==> src/rtl/shift_ex_stage.sv <==
// shift_ex_stage: two-stage EX wrapper around the combinational barrel shifter.
// S1 registers the decoded shift controls and drives the shifter. S2 captures
// the shifter result for write-back. Both stages use valid/ready backpressure.
module shift_ex_stage #(
    parameter int CNT_W = 16
) (
    input  logic             clk,
    input  logic             clrn,
    input  logic             in_valid,
    output logic             in_ready,
    input  logic [5:0]       in_funct,
    input  logic [31:0]      in_rs,
    input  logic [31:0]      in_rt,
    input  logic [4:0]       in_shamt,
    input  logic [4:0]       in_rd,
    output logic [31:0]      sh_d,
    output logic [4:0]       sh_sa,
    output logic             sh_right,
    output logic             sh_arith,
    input  logic [31:0]      sh_result,
    output logic             out_valid,
    input  logic             out_ready,
    output logic [31:0]      out_data,
    output logic [4:0]       out_rd,
    output logic             out_err,
    output logic [CNT_W-1:0] op_count
);

    // Stage 1 state: the operation currently presented to the shifter
    logic        s1_valid_q, s1_valid_d;
    logic [31:0] s1_dat_q, s1_dat_d;
    logic [4:0]  s1_sa_q, s1_sa_d;
    logic        s1_right_q, s1_right_d;
    logic        s1_arith_q, s1_arith_d;
    logic [4:0]  s1_rd_q, s1_rd_d;
    logic        s1_err_q, s1_err_d;

    // Stage 2 state: the result offered to write-back
    logic        s2_valid_q, s2_valid_d;
    logic [31:0] s2_data_q, s2_data_d;
    logic [4:0]  s2_rd_q, s2_rd_d;
    logic        s2_err_q, s2_err_d;

    logic [CNT_W-1:0] cnt_q, cnt_d;

    // Decoded controls for the incoming instruction
    logic [4:0] dec_sa;
    logic       dec_right, dec_arith, dec_err;

    logic s2_free, s1_adv, s1_load;

    // Handshake: S2 can take new data when empty or draining this cycle
    always_comb begin
        s2_free  = !s2_valid_q || out_ready;
        s1_adv   = s1_valid_q && s2_free;
        in_ready = !s1_valid_q || s2_free;
        s1_load  = in_valid && in_ready;
    end

    // funct decode; only the low 5 bits of rs feed a variable shift
    always_comb begin
        dec_sa    = 5'd0;
        dec_right = 1'b0;
        dec_arith = 1'b0;
        dec_err   = 1'b0;
        unique case (in_funct)
            6'b000000: dec_sa = in_shamt;
            6'b000010: begin dec_sa = in_shamt; dec_right = 1'b1; end
            6'b000011: begin dec_sa = in_shamt; dec_right = 1'b1; dec_arith = 1'b1; end
            6'b000100: dec_sa = in_rs[4:0];
            6'b000110: begin dec_sa = in_rs[4:0]; dec_right = 1'b1; end
            6'b000111: begin dec_sa = in_rs[4:0]; dec_right = 1'b1; dec_arith = 1'b1; end
            default:   dec_err = 1'b1;
        endcase
    end

    // Stage 1 next state: load on accept, drain on advance, else hold
    always_comb begin
        s1_valid_d = s1_valid_q;
        s1_dat_d   = s1_dat_q;
        s1_sa_d    = s1_sa_q;
        s1_right_d = s1_right_q;
        s1_arith_d = s1_arith_q;
        s1_rd_d    = s1_rd_q;
        s1_err_d   = s1_err_q;
        if (s1_load) begin
            s1_valid_d = 1'b1;
            s1_dat_d   = in_rt;
            s1_sa_d    = dec_sa;
            s1_right_d = dec_right;
            s1_arith_d = dec_arith;
            s1_rd_d    = in_rd;
            s1_err_d   = dec_err;
        end else if (s1_adv) begin
            s1_valid_d = 1'b0;
        end
    end

    // Stage 2 next state: capture shifter output (zeroed for illegal funct)
    always_comb begin
        s2_valid_d = s2_valid_q;
        s2_data_d  = s2_data_q;
        s2_rd_d    = s2_rd_q;
        s2_err_d   = s2_err_q;
        if (s1_adv) begin
            s2_valid_d = 1'b1;
            s2_data_d  = s1_err_q ? 32'd0 : sh_result;
            s2_rd_d    = s1_rd_q;
            s2_err_d   = s1_err_q;
        end else if (out_ready) begin
            s2_valid_d = 1'b0;
        end
    end

    // Delivered-result counter, wraps naturally
    always_comb begin
        cnt_d = cnt_q;
        if (s2_valid_q && out_ready) cnt_d = cnt_q + 1'b1;
    end

    // Pipeline registers with asynchronous clear
    always_ff @(posedge clk or negedge clrn) begin
        if (!clrn) begin
            s1_valid_q <= 1'b0;
            s1_dat_q   <= '0;
            s1_sa_q    <= '0;
            s1_right_q <= 1'b0;
            s1_arith_q <= 1'b0;
            s1_rd_q    <= '0;
            s1_err_q   <= 1'b0;
            s2_valid_q <= 1'b0;
            s2_data_q  <= '0;
            s2_rd_q    <= '0;
            s2_err_q   <= 1'b0;
            cnt_q      <= '0;
        end else begin
            s1_valid_q <= s1_valid_d;
            s1_dat_q   <= s1_dat_d;
            s1_sa_q    <= s1_sa_d;
            s1_right_q <= s1_right_d;
            s1_arith_q <= s1_arith_d;
            s1_rd_q    <= s1_rd_d;
            s1_err_q   <= s1_err_d;
            s2_valid_q <= s2_valid_d;
            s2_data_q  <= s2_data_d;
            s2_rd_q    <= s2_rd_d;
            s2_err_q   <= s2_err_d;
            cnt_q      <= cnt_d;
        end
    end

    assign sh_d      = s1_dat_q;
    assign sh_sa     = s1_sa_q;
    assign sh_right  = s1_right_q;
    assign sh_arith  = s1_arith_q;
    assign out_valid = s2_valid_q;
    assign out_data  = s2_data_q;
    assign out_rd    = s2_rd_q;
    assign out_err   = s2_err_q;
    assign op_count  = cnt_q;

endmodule

==> config.mk <==
export PLATFORM = sky130hd
export DESIGN_NAME = shift_ex_stage
export DESIGN_NICKNAME = d
export VERILOG_FILES = /design/src/rtl/shift_ex_stage.sv
export SDC_FILE = /design/constraint.sdc
export NUM_CORES = 1
export LEC_CHECK = 0
export CAP_MARGIN = 0
export CORE_UTILIZATION = 35
export CTS_CLUSTER_DIAMETER = 100
export DETAILED_ROUTE_END_ITERATION = 12
export PLACE_DENSITY_LB_ADDON = 0.25
export SETUP_SLACK_MARGIN = 0.4
export SLEW_MARGIN = 20
export SYNTH_ARGS = -nofsm -noshare
export SYNTH_HDL_FRONTEND = slang
export SYNTH_SLANG_ARGS = --single-unit
==> constraint.sdc <==
create_clock -name clk -period 2.1 [get_ports clk]
set_clock_uncertainty 0.2 [all_clocks]
set_input_delay 0.525 -clock clk [delete_from_list [all_inputs] [get_ports clk]]
set_output_delay 0.525 -clock clk [all_outputs]
set_load 0.02 [all_outputs]
**Word level (Yosys, flattened, before mapping)**

Index checks and enable logic that the tools add are counted.

- Register bits: 101
- Input port bits: 116
- Output and inout port bits: 95
- Word-level logic and storage cells: 42

- Add/sub/neg operators: 1
- Equal/unequal tests: 5
- Multiplexer cells: 9
- Reduce and logical (&&, ||, !) cells: 15

Operators with widths:

| operator | count |
|---|---|
| $mux W32 | 1 |
| $eq A6 B3 Y1 const B | 3 |
| $add A16 B1 Y16 const B | 1 |
| $eq A6 B2 Y1 const B | 2 |
| $pmux W5 S2 | 1 |
| $mux W1 | 7 |
| $logic_not A6 Y1 | 1 |
| $reduce_or A3 Y1 | 2 |
| $reduce_or A6 Y1 | 1 |
| $reduce_bool A2 Y1 | 2 |
| $reduce_or A4 Y1 | 1 |
| $logic_and A1 B1 Y1 | 3 |
| $logic_not A1 Y1 | 2 |
| $logic_or A1 B1 Y1 | 2 |
| $reduce_or A2 Y1 | 1 |

**Logic depth before layout (Yosys ltp)**

- Word-level depth: 5
- Gate-level depth with buffers: 6
- Mapped depth without buffers: 5

**Worst setup path after synthesis**

OpenSTA, ideal clock, no wires.

- Path kind: input port to flip-flop
- From: input port out_ready
- To: register s1_arith_q, in the netlist sh_arith
- Setup time: 0.121 ns
- Data arrival time: 1.471 ns
- Data required time: 1.779 ns
- Path slack: 0.308 ns
- Stages on the path: 6
- Path buffers: 2
- Cell sequence: nand3b_4 > and2_4 > buf_6 > buf_6 > and3_4 > a22o_1

- Cells in the longest elaborated chain, start to end: 3

RTL lines:

| element | line | text |
|---|---|---|
| start: declaration | 22 | `input logic out_ready,` |
| $logic_or A1 B1 Y1 | 54 | `s2_free = !s2_valid_q \|\| out_ready;` |
| $logic_or A1 B1 Y1 | 56 | `in_ready = !s1_valid_q \|\| s2_free;` |
| $logic_and A1 B1 Y1 | 57 | `s1_load = in_valid && in_ready;` |
| end signal: assignment | 141 | `s1_arith_q <= s1_arith_d;` |
| end: declaration | 34 | `logic s1_arith_q, s1_arith_d;` |

Every way passes these cells.
A chain may end at the register's enable or synchronous reset.

**Worst setup path in the final report**

- From: register s2_valid_q, in the netlist out_valid
- To: output port in_ready

- Cells in the longest elaborated chain, start to end: 3

RTL lines:

| element | line | text |
|---|---|---|
| start: declaration | 39 | `logic s2_valid_q, s2_valid_d;` |
| start signal: assignment | 144 | `s2_valid_q <= s2_valid_d;` |
| $logic_not A1 Y1 | 54 |  |
| $logic_or A1 B1 Y1 | 54 |  |
| $logic_or A1 B1 Y1 | 56 |  |
| end: declaration | 10 | `output logic in_ready,` |

Every way passes these cells.

==> summary.md <==
| Metric | Value |
|---|---|
| Seq cells post-synth | 101 |
| Placed Instance Area | 6180 um^2 |
| Worst-margin pin slew | 567 ps |
| Core box area | 11400 um^2 |
| Fin Hold WS | 12.7 ps |
| RSZ-0062 raised after global routing | yes |
| Pre-CTS WS | -422 ps |
| WP data required | 1370 ps |
| Total power | 5270 uW |
| Total global routing overflow | 0 |
| CP max-delay cell | dfrtp_2 |
| Fillers | 1048 |
| Top cell type's share of synthesized area | 0.617 |
| Clk pin slew, worst setup/hold paths | 60 ps |
| Number of synthesized flops with an enable pin | 0 |
| Setup violators final | 0 |
| Syn. warnings | 0 |
| I/O Buffers | 183 |
| Unique masters post-synth | 31 |
| Initial Utilization | 0.359 |
| WL final | 10.2 mm |
| P_leak | 0.00288 uW |
| Largest stage delay, worst path | 440 ps |
| Final cell area excluding filler cells | 6100 um^2 |
| GR Util met3 | 0.0517 |
| Max_cap viols | 0 |
| FP Rows | 39 |
| Synth Flop Type | dfrtp_1 |
| Initial DRC count | 152 |
| I/O Pins | 211 |
| N_diodes | 0 |
| H-tree Lvls | 3 |
| Cell family with most CP delay | flip-flops |
| GR peak layer | met2 |
| Max Slew Vio Count | 0 |
| DRC | 0 |
| CTS Buf Count | 9 |
| Routed len/inst | 14.8 um |
| Syn Inst Count | 330 |
| Antenna-violating nets left | 0 |
| Critical-path cell list | nand3b_4 -> buf_6 |
| Hold/Removal Path Class | in -> async |
| Clk sinks | 101 |
| Met1 GRT Util | 0.200 |
| Seq/Total Area, Yosys | 0.617 |
| M2 GR Usage | 0.275 |
| Post-synthesis net count | 447 |
| Placer Congestion | 0.774 |
| Post-synthesis area per instance | 12.4 um^2 |
| Fraction of registers with async set/reset | 1.00 |
| Die area | 12100 um^2 |
| Setup ws final | 385 ps |
| Hold Violations, Final | 0 |
| Crit end category | output pin |
| Layout cells sized above 1 | 0.352 |
| Critical Path Source Type | register |
| Worst skew pair latency | 330 ps |
| Maximum clock insertion buffer count | 2 |
| CTS tree | yes |
| Largest net degree at the start of global routing | 102 |
| Vias in the first global route | 3246 |
| Max frequency | 583 MHz |
| Die height | 110 um |
| Via count | 3148 |
| Mapped Area | 4090 um^2 |
| Cell area power density | 863 nW/um^2 |
| Status | complete, no violations |
| Synth area leaders | dfrtp_1 (62%), mux2_2 (12%), nand2b_1 (5.3%) |
| Tcrit/Tclk final | 0.816 |
| CTS Hold Bufs | 0 |
| Maximum vdd drop | 391 uV |
| Leading area contributor after synthesis | dfrtp_1 |
| Crit Path Category | reg -> out |
| Tot GR Track Use | 0.167 |
| Die width | 110 um |
| First-pass GRT wire length | 15.5 mm |
| Fin nets | 654 |
| Antenna violations before repair | 0 |
| Arrival @ worst endpoint | 990 ps |
| Root Driver | clkbuf_16 |
| Worst path buffer plus inverter count | 1 |
| Hpwl dp | 7.25 mm |
| Crit path max fanout | 5 |
| Via/cell ratio | 4.60 |
| Final worst path period need | 1710 ps |
| Area Overhead vs Synth | 49.0% |
| DR pass1 iterations | 4 |
| Slew HR | 0.622 |
[cell usage after synthesis (2+ instances only)]
cell,number
nand2b_1,35
nor3_1,4
clkbuf_1,5
mux2_2,42
buf_6,5
nor2_1,3
nand3_1,9
nand2_1,47
xnor2_1,10
dfrtp_1,101
o21ai_0,37
buf_2,4
xor2_1,5
mux2_1,2
mux2i_1,5
[stage by stage]
step	setup TNS, ps	instances	utilization
after floorplan	0	330	-
after global placement	-12070	658	0.541
after detailed placement	-14820	658	0.541
after CTS	0	683	0.539
after global routing	0	685	0.534
final	0	685	0.534
[cells by family after synthesis]
logic type,share of synthesized area
AND/OR/NAND/NOR,0.136
flip-flops,0.617
multiplexers,0.133
AO/OA/AOI/OAI,0.0510
buffers and inverters,0.0269
XOR/XNOR,0.0321
adder cells (fa/ha/maj),0.00306
[state kept, by name, indices dropped and copies added (netlist names)]
register	flops
s1_rd_q	5
out_rd	5
sh_sa	5
op_count	16
sh_arith	1
s1_err_q	1
sh_d	32
out_data	32
out_valid	1
sh_right	1
out_err	1
s1_valid_q	1
[power by group]
part | internal [uW] | total (uW) | switching, uW
Combinational | 627 | 1310 | 687
Sequential | 2190 | 2330 | 145
Clock | 960 | 1620 | 663
Total | 3770 | 5270 | 1490
[final timing paths]
path,start,slack (ps),endpoint,cells past startpoint
min,clrn,10,out_data[27]$_DFFE_PN0P_,2
max reg2reg,out_valid$_DFFE_PN0P_,390,sh_d[0]$_DFFE_PN0P_,5
max,out_valid$_DFFE_PN0P_,390,in_ready,2
min reg2reg,op_count[15]$_DFFE_PN0P_,270,op_count[15]$_DFFE_PN0P_,1
min in group clk,op_count[15]$_DFFE_PN0P_,270,op_count[15]$_DFFE_PN0P_,1
max in group asynchronous,clrn,1220,out_data[13]$_DFFE_PN0P_,2
[cell usage in the layout, fill, tap and decap left out, drive strengths merged]
cell type / synthesis / layout
dlygate4sd2: 0 / 1
inv: 1 / 1
xor2: 5 / 5
clkbuf: 5 / 15
and3: 2 / 2
nor4: 1 / 1
o21a: 1 / 1
nand3: 10 / 10
buf: 11 / 126
a22o: 1 / 1
bufinv: 0 / 1
and2: 1 / 1
nand3b: 1 / 1
nand4: 1 / 1
ha: 1 / 1
nor2: 3 / 3
mux2: 44 / 44
nand2b: 35 / 35
clkdlybuf4s50: 0 / 85
a21o: 1 / 1
dfrtp: 101 / 101
nand2: 47 / 47
nor3: 5 / 5
mux2i: 5 / 5
or2b: 1 / 1
o21ai: 37 / 37
xnor2: 10 / 10
[layer usage]
metal  vias up  wire length [um]
li1       1516                 -
met1      1485              4220
met2       132              4780
met3        15               959
met4         0               211
met5         -                 0
[area by class of cell]
| class | instances | area (um^2) | area share |
|---|---|---|---|
| clock buffer | 15 | 258 | 0.0422 |
| timing repair buffer | 212 | 1620 | 0.266 |
| inverter | 1 | 3.75 | 0.000615 |
| tap | 143 | 179 | 0.0293 |
| sequential | 101 | 2530 | 0.415 |
| clock inverter | 1 | 30.0 | 0.00492 |
| multi-input combinational | 212 | 1480 | 0.242 |
[what timing repair did]
action                                  4_1_cts  5_1_grt
gates resized for setup                     378       23
endpoints found under the setup margin      179       68
setup buffers                                 9        2
hold endpoints to repair                      0        0
pin swaps                                     1        0
Power figures use the tool's default switching activity.
